## config.mk

```make
export PLATFORM = sky130hd
export DESIGN_NAME = divi_iter_gen
export DESIGN_NICKNAME = d
export VERILOG_FILES = /design/src/rtl/fp_div_pkg.sv /design/src/rtl/divi_step.sv /design/src/rtl/divi_iter_gen.sv
export SDC_FILE = /design/constraint.sdc
export NUM_CORES = 1
export LEC_CHECK = 0
export BUFFER_PORTS_ARGS = -buffer_cell sky130_fd_sc_hd__buf_4
export CAP_MARGIN = 40
export CORE_AREA = 2 2 153 155
export DETAILED_ROUTE_END_ITERATION = 7
export DIE_AREA = 0 0 155 157
export PLACE_DENSITY = 0.76
export SETUP_SLACK_MARGIN = 0.15
export SYNTH_ARGS = -nofsm -noshare
export SYNTH_HDL_FRONTEND = slang
export SYNTH_HIERARCHICAL = 1
export SYNTH_SLANG_ARGS = --single-unit
```

## constraint.sdc

```tcl
create_clock -name clk -period 3.1 [get_ports clk]
set_clock_uncertainty 0.2 [all_clocks]
set_input_delay 0.31 -clock clk [delete_from_list [all_inputs] [get_ports clk]]
set_output_delay 0.31 -clock clk [all_outputs]
set_load 0.005 [all_outputs]
```

## src/rtl/fp_div_pkg.sv

```systemverilog
// Shared definitions for the fp_library dividers: FSM encoding, magnitude helper, STEPS check.
// Latency: n/a (types, functions and a macro only).
// Backpressure: n/a.
`define FP_DIV_CHECK_STEPS(aw, steps) if (((aw) % (steps)) != 0) begin : g_steps_check $error("divider: STEPS must divide AW exactly"); end

package fp_div_pkg;

  // Widest operand the magnitude helper handles; callers sign-extend into it.
  localparam int MAG_W = 128;

  typedef enum logic [2:0] {
    IDLE = 3'd0,
    PREP = 3'd1,
    ITER = 3'd2,
    FIX  = 3'd3,
    DONE = 3'd4
  } div_state_e;

  // Magnitude of a sign-extended operand; passes the value through when unsigned.
  function automatic logic [MAG_W-1:0] abs_mag(input logic [MAG_W-1:0] value,
                                               input logic             is_signed);
    return (is_signed && value[MAG_W-1]) ? -value : value;
  endfunction

endpackage

```

## src/rtl/divi_step.sv

```systemverilog
// Combinational restoring-division slice: STEPS chained shift/compare/subtract steps, MSB first.
// Latency: 0 cycles (purely combinational).
// Backpressure: none; the caller registers the outputs.
module divi_step #(
  parameter int BW    = 24,
  parameter int STEPS = 1
) (
  input  logic [BW:0]      rem_i,
  input  logic [STEPS-1:0] dbits_i,
  input  logic [BW-1:0]    div_i,
  output logic [BW:0]      rem_o,
  output logic [STEPS-1:0] q_o
);

  localparam int RW = BW + 1;

  logic [RW-1:0] r;
  logic [RW:0]   t;

  // Each step shifts in the next dividend bit and subtracts the divisor when it fits.
  always_comb begin
    r   = rem_i;
    t   = '0;
    q_o = '0;
    for (int i = STEPS - 1; i >= 0; i--) begin
      t = {r, dbits_i[i]};
      if (t >= {2'b00, div_i}) begin
        t      = t - {2'b00, div_i};
        q_o[i] = 1'b1;
      end
      r = RW'(t);
    end
    rem_o = r;
  end

endmodule

```

## src/rtl/divi_iter_gen.sv

```systemverilog
// Iterative restoring divider (unsigned/signed), one operation in flight, STEPS quotient bits per cycle.
// Latency: AW/STEPS+2 cycles from accept to vldout; 2 cycles for divide-by-zero and signed overflow.
// Backpressure: rdyin only in IDLE; result held in DONE until rdyout; en=0 freezes everything.
module divi_iter_gen
  import fp_div_pkg::*;
#(
  parameter int AW        = 48,
  parameter int BW        = 24,
  parameter int STEPS     = 1,
  parameter int SIGNED_EN = 1
) (
  input  logic          clk,
  input  logic          rst_n,
  input  logic          en,
  input  logic          vldin,
  output logic          rdyin,
  input  logic [AW-1:0] ain,
  input  logic [BW-1:0] bin,
  input  logic          signed_mode,
  output logic          vldout,
  input  logic          rdyout,
  output logic [AW-1:0] out,
  output logic [BW-1:0] remainder,
  output logic          div0,
  output logic          ovf,
  output logic          busy
);

  localparam int NITER = AW / STEPS;
  localparam int CW    = (NITER > 1) ? $clog2(NITER) : 1;

  `FP_DIV_CHECK_STEPS(AW, STEPS)

  if (BW > AW) begin : g_bw_check
    $error("divi_iter_gen: BW must not exceed AW");
  end

  div_state_e    state_q;
  logic [AW-1:0] a_q;       // dividend, then |a|, then shifts into the quotient
  logic [BW-1:0] b_q;       // divisor, then |b|
  logic [BW:0]   r_q;       // partial remainder
  logic [CW-1:0] cnt_q;
  logic          sgn_q;
  logic          qneg_q;
  logic          rneg_q;
  logic          vldout_q;
  logic          div0_q;
  logic          ovf_q;
  logic [AW-1:0] out_q;
  logic [BW-1:0] rem_q;

  logic          sgn_d;
  logic          sa_d;
  logic          sb_d;
  logic          div0_d;
  logic          ovf_d;
  logic [AW-1:0] a_mag_d;
  logic [BW-1:0] b_mag_d;
  logic [AW-1:0] a_shift_d;
  logic [AW-1:0] q_fix_d;
  logic [BW-1:0] r_fix_d;
  logic [BW:0]   r_step;
  logic [STEPS-1:0] q_step;

  assign sgn_d = signed_mode & (SIGNED_EN != 0);

  divi_step #(
    .BW   (BW),
    .STEPS(STEPS)
  ) u_step (
    .rem_i  (r_q),
    .dbits_i(a_q[AW-1 -: STEPS]),
    .div_i  (b_q),
    .rem_o  (r_step),
    .q_o    (q_step)
  );

  // Operand signs, magnitudes, exception flags and sign fix-up of the raw result.
  always_comb begin
    sa_d      = sgn_q & a_q[AW-1];
    sb_d      = sgn_q & b_q[BW-1];
    a_mag_d   = AW'(abs_mag({{(MAG_W-AW){sa_d}}, a_q}, sgn_q));
    b_mag_d   = BW'(abs_mag({{(MAG_W-BW){sb_d}}, b_q}, sgn_q));
    div0_d    = (b_q == '0);
    ovf_d     = sgn_q & (a_q == {1'b1, {(AW-1){1'b0}}}) & (&b_q);
    a_shift_d = (a_q << STEPS) | AW'(q_step);
    q_fix_d   = qneg_q ? -a_q : a_q;
    r_fix_d   = rneg_q ? -r_q[BW-1:0] : r_q[BW-1:0];
  end

  // Control FSM with datapath and registered result outputs; en gates every update.
  always_ff @(posedge clk or negedge rst_n) begin
    if (!rst_n) begin
      state_q  <= IDLE;
      a_q      <= '0;
      b_q      <= '0;
      r_q      <= '0;
      cnt_q    <= '0;
      sgn_q    <= 1'b0;
      qneg_q   <= 1'b0;
      rneg_q   <= 1'b0;
      vldout_q <= 1'b0;
      div0_q   <= 1'b0;
      ovf_q    <= 1'b0;
      out_q    <= '0;
      rem_q    <= '0;
    end else if (en) begin
      unique case (state_q)
        IDLE: begin
          if (vldin) begin
            a_q     <= ain;
            b_q     <= bin;
            sgn_q   <= sgn_d;
            state_q <= PREP;
          end
        end
        PREP: begin
          a_q     <= a_mag_d;
          b_q     <= b_mag_d;
          qneg_q  <= sa_d ^ sb_d;
          rneg_q  <= sa_d;
          div0_q  <= div0_d;
          ovf_q   <= ovf_d;
          r_q     <= '0;
          cnt_q   <= CW'(NITER - 1);
          state_q <= (div0_d || ovf_d) ? FIX : ITER;
        end
        ITER: begin
          a_q <= a_shift_d;
          r_q <= r_step;
          if (cnt_q == '0) begin
            state_q <= FIX;
          end else begin
            cnt_q <= cnt_q - CW'(1);
          end
        end
        FIX: begin
          if (div0_q) begin
            out_q <= '0;
            rem_q <= '0;
          end else if (ovf_q) begin
            out_q <= {1'b1, {(AW-1){1'b0}}};
            rem_q <= '0;
          end else begin
            out_q <= q_fix_d;
            rem_q <= r_fix_d;
          end
          vldout_q <= 1'b1;
          state_q  <= DONE;
        end
        DONE: begin
          if (rdyout) begin
            vldout_q <= 1'b0;
            state_q  <= IDLE;
          end
        end
        default: state_q <= IDLE;
      endcase
    end
  end

  assign rdyin     = (state_q == IDLE);
  assign busy      = (state_q != IDLE);
  assign vldout    = vldout_q;
  assign out       = out_q;
  assign remainder = rem_q;
  assign div0      = div0_q;
  assign ovf       = ovf_q;

endmodule
```

==> summary.txt, run 1 <==
Outcome
  • Status: finished with violations
  • Failing checks: negative setup slack

Timing
  • Final setup margin: -157 ps
  • Rel. slew slack: 49.8%
  • RSZ-0062 raised after global routing: true
  • Final Hold Fails: 0
  • Setup TNS: -2420 ps
  • Max-slew violation count: 0
  • # setup viols final: 23
  • FMAX: 307 MHz
  • Slew @ Worst Pin: 753 ps
  • Final min period: 3260 ps
  • Tcrit/Tclk final: 105%

Clock network
  • Worst skew pair latency: 440 ps
  • Max H-tree Level: 4
  • Clock-pin slew on the worst setup and hold paths: 70 ps
  • CTS tree: yes
  • Clock sinks: 184
  • Deepest clock path buffer count: 2
  • Root buf cell: clkbuf_16
  • Num CTS Buffers: 17

Power and ir drop
  • Sequential power share: 29.1%
  • Peak supply drop: 0.507 mV
  • Total power: 14.6 mW
  • Switching part of the total: 43.7%
  • Sw power: 6.39 mW
  • Clock power share: 16.8%
  • Power Density: 939 nW/µm²
  • Logic pwr share: 54.2%
  • Leakage: 7.18 nW
  • Int Pwr: 8.22 mW

Global route
  • Initial antenna violation count: 0
  • Largest net degree at the start of global routing: 73
  • Total track usage: 30.3%
  • Vias in the first global route: 11600
  • GRT Residual Overflow: 0
  • First-pass GRT wire length: 59500 µm

Final layout
  • Final instance area: 15600 µm²
  • Fin nets: 1806
  • Non-Filler Instances: 1996
  • Layout cells sized above 1: 23.7%
  • P&R area growth vs syn: 31.8%

Die
  • Initial core utilization: 52.5%
  • Die width: 155 µm
  • I/O Pins: 155
  • Core Area: 22500 µm²
  • Die area: 24300 µm²
  • Die height: 157 µm
  • Std cell rows: 55

Min path
  • HP Class: in2reg
  • Min-delay src: ain[1]
  • Worst Hold Depth: 3

Flow run
  • Max-Cap Viols: 0

Logic synthesis
  • Count leader, synth: o21ai_0
  • Netlist cell types: 72
  • Synth top area cells: dfrtp_1, o21ai_0, nand2_1
  • EDFF count, synth: 0
  • Share of flip-flops with an asynchronous set or reset: 100%
  • Synth Cell Area: 11800 µm²
  • Top cells by count, synth: o21ai_0, nand2_1, dfrtp_1
  • Synth Net Count: 1522
  • Syn Area/Cell: 8.36 µm²
  • Yosys warning total: 6
  • Synth Register Bits: 184
  • Sequential share of the synthesized area: 39.0%
  • Synth area leader: dfrtp_1
  • Most used flip-flop cell after synthesis: dfrtp_1
  • Post-Syn Instances: 1413
  • Share of the synthesized area in the top cell type: 39.0%

Worst setup path
  • Worst path required time: 3210 ps
  • Worst r2r src: a_q[47]
  • Critical path startpoint: a_q[47]
  • CP Capture Type: register
  • CP Class: reg2reg
  • Worst path arrival time: 3370 ps
  • R2R cell count: 13
  • Critical Path Source Type: register
  • CP max FO: 7

Placement
  • Inst Count DP: 1903
  • IO Port Bufs: 154
  • Final HPWL DP: 25300 µm
  • RD Place Congestion: 0.931
  • Worst slack, placed: -253 ps
  • DP Area: 14200 µm²

Drt
  • Antenna-violating nets left: 0
  • DR DRC count: 0
  • Via density: 6.09
  • Post-Route WL: 36800 µm
  • Drt first pass iters: 6
  • DRT iter0 DRCs: 1463
  • DR WL/cell: 18.4 µm
  • Via Count: 12200
==> per-layer routing <==
| metal | part of all wire [%] | wire length (µm) | vias to the layer above | global-route usage [%] |
|---|---|---|---|---|
| met4 | 2.4 | 885 | 0 | 9.44 |
| met2 | 46 | 17000 | 586 | 48.1 |
| met3 | 7.2 | 2660 | 70 | 4.10 |
| li1 | - | - | 5710 | - |
| met5 | 0 | 0 | - | 0 |
| met1 | 44 | 16300 | 5785 | 43.2 |
==> layout make-up <==
cell class,instances,area (µm²)
Antenna cell,1,2.50
Clock inverter,13,206
Fill cell,1773,6930
Sequential cell,184,4610
Clock buffer,19,443
Inverter,45,169
Tap cell,285,357
Timing Repair Buffer,369,3020
Multi-Input combinational cell,1080,6770
==> sequential cells by signal, summed over array words and instances, names as in the netlist <==
signal     cells
r_q           25
remainder     24
ovf            1
qneg_q         1
vldout         1
a_q           48
b_q           24
div0           1
rneg_q         1
cnt_q          6
out           48
sgn_q          1
state_q        3
==> stage by stage <==
step,util [%],hold WS [ps]
2_1_floorplan,-,-186
3_3_place_gp,62.9,110
3_5_place_dp,63.0,112
4_1_cts,69.0,1.53
5_1_grt,69.2,9.05
6_report,69.2,12.5
==> worst max-delay path, stage by stage, from the launching register on <==
cell	delay (ps)
dfrtp_2	410
inv_2	60
ha_4	120
inv_2	30
fa_2	330
a21o_1	210
a221oi_4	300
o31ai_2	120
a2111o_1	400
a21oi_2	220
nor2_4	100
buf_12	150
mux2_4	290
a22o_1	200
==> path summary, 6_finish.rpt <==
check / slack [ps] / endpoint
min in group asynchronous: 200 / b_q[11]
max in group asynchronous: 1720 / remainder[20]
hold reg to reg: 280 / out[6]
setup / recovery: -160 / r_q[17]
setup reg to reg: -160 / r_q[17]
hold / removal: 10 / a_q[1]
==> cell usage in the layout (no fill, tap or decap), drive strengths merged, types with 23 or more instances in the layout <==
master,instances
nor3,47
nor2,107
dlygate4sd3,49
ha,30
nand3,23
xnor2,23
a22o,27
a21oi,57
buf,320
a222oi,27
inv,50
dfrtp,184
nand4,24
xor2,72
nand2,195
o21ai,199
==> what timing repair did <==
item                                    4_1_cts  5_1_grt
gates cloned                                  1        0
hold endpoints to repair                    101        0
gates resized for setup                      29        5
hold buffers                                 49        0
pin swaps                                    29        3
buffers inserted                              8        2
endpoints found under the setup margin       27       32
==> cell families after synthesis <==
kind of cell | Yosys count | share of synthesized area [%]
compound gates | 442 | 24.2
xor+xnor | 95 | 7.04
fa+ha+maj | 31 | 3.35
buf+inv | 149 | 5.04
flops | 184 | 39.0
mux | 13 | 1.44
simple gates | 499 | 19.9
==> power by group through the flow <==
stage	Clock, mW	Sequential (mW)	Combinational [mW]
global route	2.56	4.38	8.70
floorplan	0	4.06	4.65
global placement	0	4.21	7.38
CTS	2.46	4.22	7.73
detailed placement	0	4.26	7.56
finish	2.45	4.25	7.92
(Power assumes the default switching activity.)
==> run 2, diff against run 1 <==
--- a/config.mk
+++ b/config.mk
@@ -7,10 +7,10 @@
 export LEC_CHECK = 0
 export BUFFER_PORTS_ARGS = -buffer_cell sky130_fd_sc_hd__buf_4
 export CAP_MARGIN = 40
-export CORE_AREA = 2 2 153 155
+export CORE_AREA = 2 2 145 147
 export DETAILED_ROUTE_END_ITERATION = 7
-export DIE_AREA = 0 0 155 157
-export PLACE_DENSITY = 0.76
+export DIE_AREA = 0 0 147 149
+export PLACE_DENSITY = 0.8
 export SETUP_SLACK_MARGIN = 0.15
 export SYNTH_ARGS = -nofsm -noshare
 export SYNTH_HDL_FRONTEND = slang
==> constraint.sdc (replaced) <==
create_clock -name clk -period 3.4 [get_ports clk]
set_clock_uncertainty 0.2 [all_clocks]
set_input_delay 0.34 -clock clk [delete_from_list [all_inputs] [get_ports clk]]
set_output_delay 0.34 -clock clk [all_outputs]
set_load 0.005 [all_outputs]
==> run 2 against run 1 <==
The flow finishes with violations (negative hold slack). Sequential power fell by 7.5%. Routed wire length fell by 4.1%. Utilization rose by 3.5 points. Sequential cell count unchanged. Via count is 1.6% lower. Non-clock buffer count shrank 57. Critical path type unchanged. Largest cell class unchanged. Sequential share of layout area increased by 1.2 points. First-iteration DRC count decreased by 11%. Worst setup slack improved by 320 ps. Global-route usage is 1.9 points higher. Combinational power decreased by 14%.
==> summary.txt, run 2 (synthesized netlist as in run 1, its figures left out) <==
Drt
  • DRT iter0 DRCs: 1295 (-11%)
  • Post-Route WL: 35300 µm (-4.1%)
  • DR DRC count: 0 (unchanged)
  • Antenna-violating nets left: 0 (unchanged)
  • Via density: 6.20 (+1.9%)
  • Drt first pass iters: 8 (+2)
  • Via Count: 12000 (-1.6%)
  • DR WL/cell: 18.3 µm (-0.76%)

Clock network
  • Worst skew pair latency: 440 ps (about the same)
  • Clock-pin slew on the worst setup and hold paths: 80 ps (about the same)
  • Clock sinks: 184 (unchanged)
  • Deepest clock path buffer count: 2 (unchanged)
  • Max H-tree Level: 4 (unchanged)
  • Num CTS Buffers: 17 (unchanged)
  • CTS tree: yes
  • Root buf cell: clkbuf_16

Global route
  • GRT Residual Overflow: 0 (unchanged)
  • GR Util met1: 45.9% (+2.7 points)
  • Grt met3 use: 4.68% (+0.58 points)
  • First-pass GRT wire length: 57300 µm (-3.7%)
  • GR Layer Usage met2: 51.3% (+3.3 points)
  • Initial antenna violation count: 0 (unchanged)
  • Most used routing layer: met2
  • Total track usage: 32.1% (+1.9 points)
  • Largest net degree at the start of global routing: 90 (+23%)
  • Vias in the first global route: 11400 (-1.7%)

Flow run
  • Max-Cap Viols: 0 (unchanged)

Final layout
  • Final instance area: 14900 µm² (-4.1%)
  • Fin nets: 1749 (-3.2%)
  • Ant. Diodes: 0 (-1)
  • Most frequent cells in the layout: buf_4, o21ai_0, nand2_1
  • Most common cell after layout, fill and taps aside: buf_4
  • P&R area growth vs syn: 26.4%
  • Final Util: 72.6% (+3.5 points)
  • Layout cells sized above 1: 21.9% (-1.8 points)

Die
  • Core Area: 20600 µm² (-8.6%)
  • Die width: 147 µm (-5.2%)
  • Std cell rows: 53 (-3.6%)
  • I/O Pins: 155 (unchanged)
  • Die area: 21900 µm² (-10%)
  • Die height: 149 µm (-5.1%)
  • Initial core utilization: 57.5% (+5.0 points)

Timing
  • Hold Slack: -2.22 ps (-14.7 ps)
  • Rel. slew slack: 47.4% (-2.4 points)
  • Final setup margin: 162 ps (+319 ps)
  • Tcrit/Tclk final: 95.2% (-9.8 points)
  • Max-slew violation count: 0 (unchanged)
  • # setup viols final: 0 (-100%)
  • Final min period: 3240 ps (-19.4 ps)
  • Final Hold Fails: 1 (+1)
  • RSZ-0062 raised after global routing: true
  • FMAX: 309 MHz (+0.60%)
  • Slew @ Worst Pin: 789 ps (+35.8 ps)

Placement
  • RD Place Congestion: 0.915 (-1.8%)
  • Worst slack, placed: 26.5 ps (+280 ps)
  • Final HPWL DP: 24400 µm (-3.7%)
  • DP Area: 13900 µm² (-2.1%)
  • IO Port Bufs: 154 (unchanged)

Power and ir drop
  • Leakage: 6.86 nW (-4.5%)
  • Peak supply drop: 0.545 mV (+7.5%)
  • Power Density: 855 nW/µm² (-9.0%)

Outcome
  • Status: finished with violations
  • Failing checks: negative hold slack

Min path
  • HP Class: in2reg

Worst setup path
  • Worst path required time: 3530 ps (+320 ps)
  • CP Class: reg2reg
  • CP Capture Type: register
  • Critical Path Source Type: register
  • Worst path arrival time: 3370 ps (about the same)
  • CP max FO: 6 (-1)
==> run 2: cell count changes in the layout (fill, tap and decap cells not counted), moves of 3 or more <==
cell | before | now
buf_4 | 306 | 274
dlygate4sd3_1 | 49 | 28
buf_12 | 6 | 3
clkinvlp_4 | 2 | 5
==> run 2: worst paths after layout <==
check,start,end,slack (ps),depth (start not counted)
max in group asynchronous,rst_n,a_q[43],1920,3
min in group asynchronous,rst_n,b_q[8],270,2
min,ain[37],a_q[37],-2,3
max reg2reg,a_q[47],r_q[17],160,13
min reg2reg,remainder[23],remainder[23],280,2
max,a_q[47],r_q[17],160,13
==> run 2: area by class of cell <==
cell class              instances  area, µm²
multi-input cells            1080       6730
clock buffers                  18        429
well taps                     275        344
repair buffers                312       2500
flip-flops and latches        184       4610
fillers                      1585       5620
clock inverters                14        164
inverters                      45        169
==> run 2: critical path, stage by stage, from the launching register on <==
cell	delay (ps)
dfrtp_2	400
inv_2	70
ha_4	130
inv_2	30
fa_2	330
a21o_1	210
a221oi_4	270
o31ai_2	110
a2111o_1	400
a21oi_2	220
nor2_4	90
clkbuf_16	170
mux2_4	290
a22o_1	200
==> run 2: per-layer routing <==
layer	wire (µm)	share of wire, %
met2	16300	46
met1	15400	44
met3	2820	8.0
met4	775	2.2
met5	0	0
==> run 2: through the flow <==
step                      total power [mW]  hold WS [ps]  cells  setup TNS, ps
after floorplan                       7.93          -156   1413              0
final                                 12.8         -2.22   1928              0
after CTS                             12.6          2.29   1923              0
after global placement                10.2           190   1857           -843
after detailed placement              10.5           199   1859              0
after global routing                  13.7          8.08   1928              0
==> run 2: repair_timing <==
item | CTS | global route
endpoints found under the hold margin | 90 | 0
gates cloned | 0 | 1
resized for setup | 1 | 21
setup endpoints to repair | 11 | 24
buffers inserted | 4 | 4
hold buffers | 28 | 0
pin swaps | 3 | 6
==> run 2: where the power goes <==
part / total, mW / switching (mW) / internal [mW]
clock network: 2.05 / 0.950 / 1.10
registers: 3.93 / 0.922 / 3.01
logic: 6.78 / 3.81 / 2.97
total: 12.8 / 5.68 / 7.08
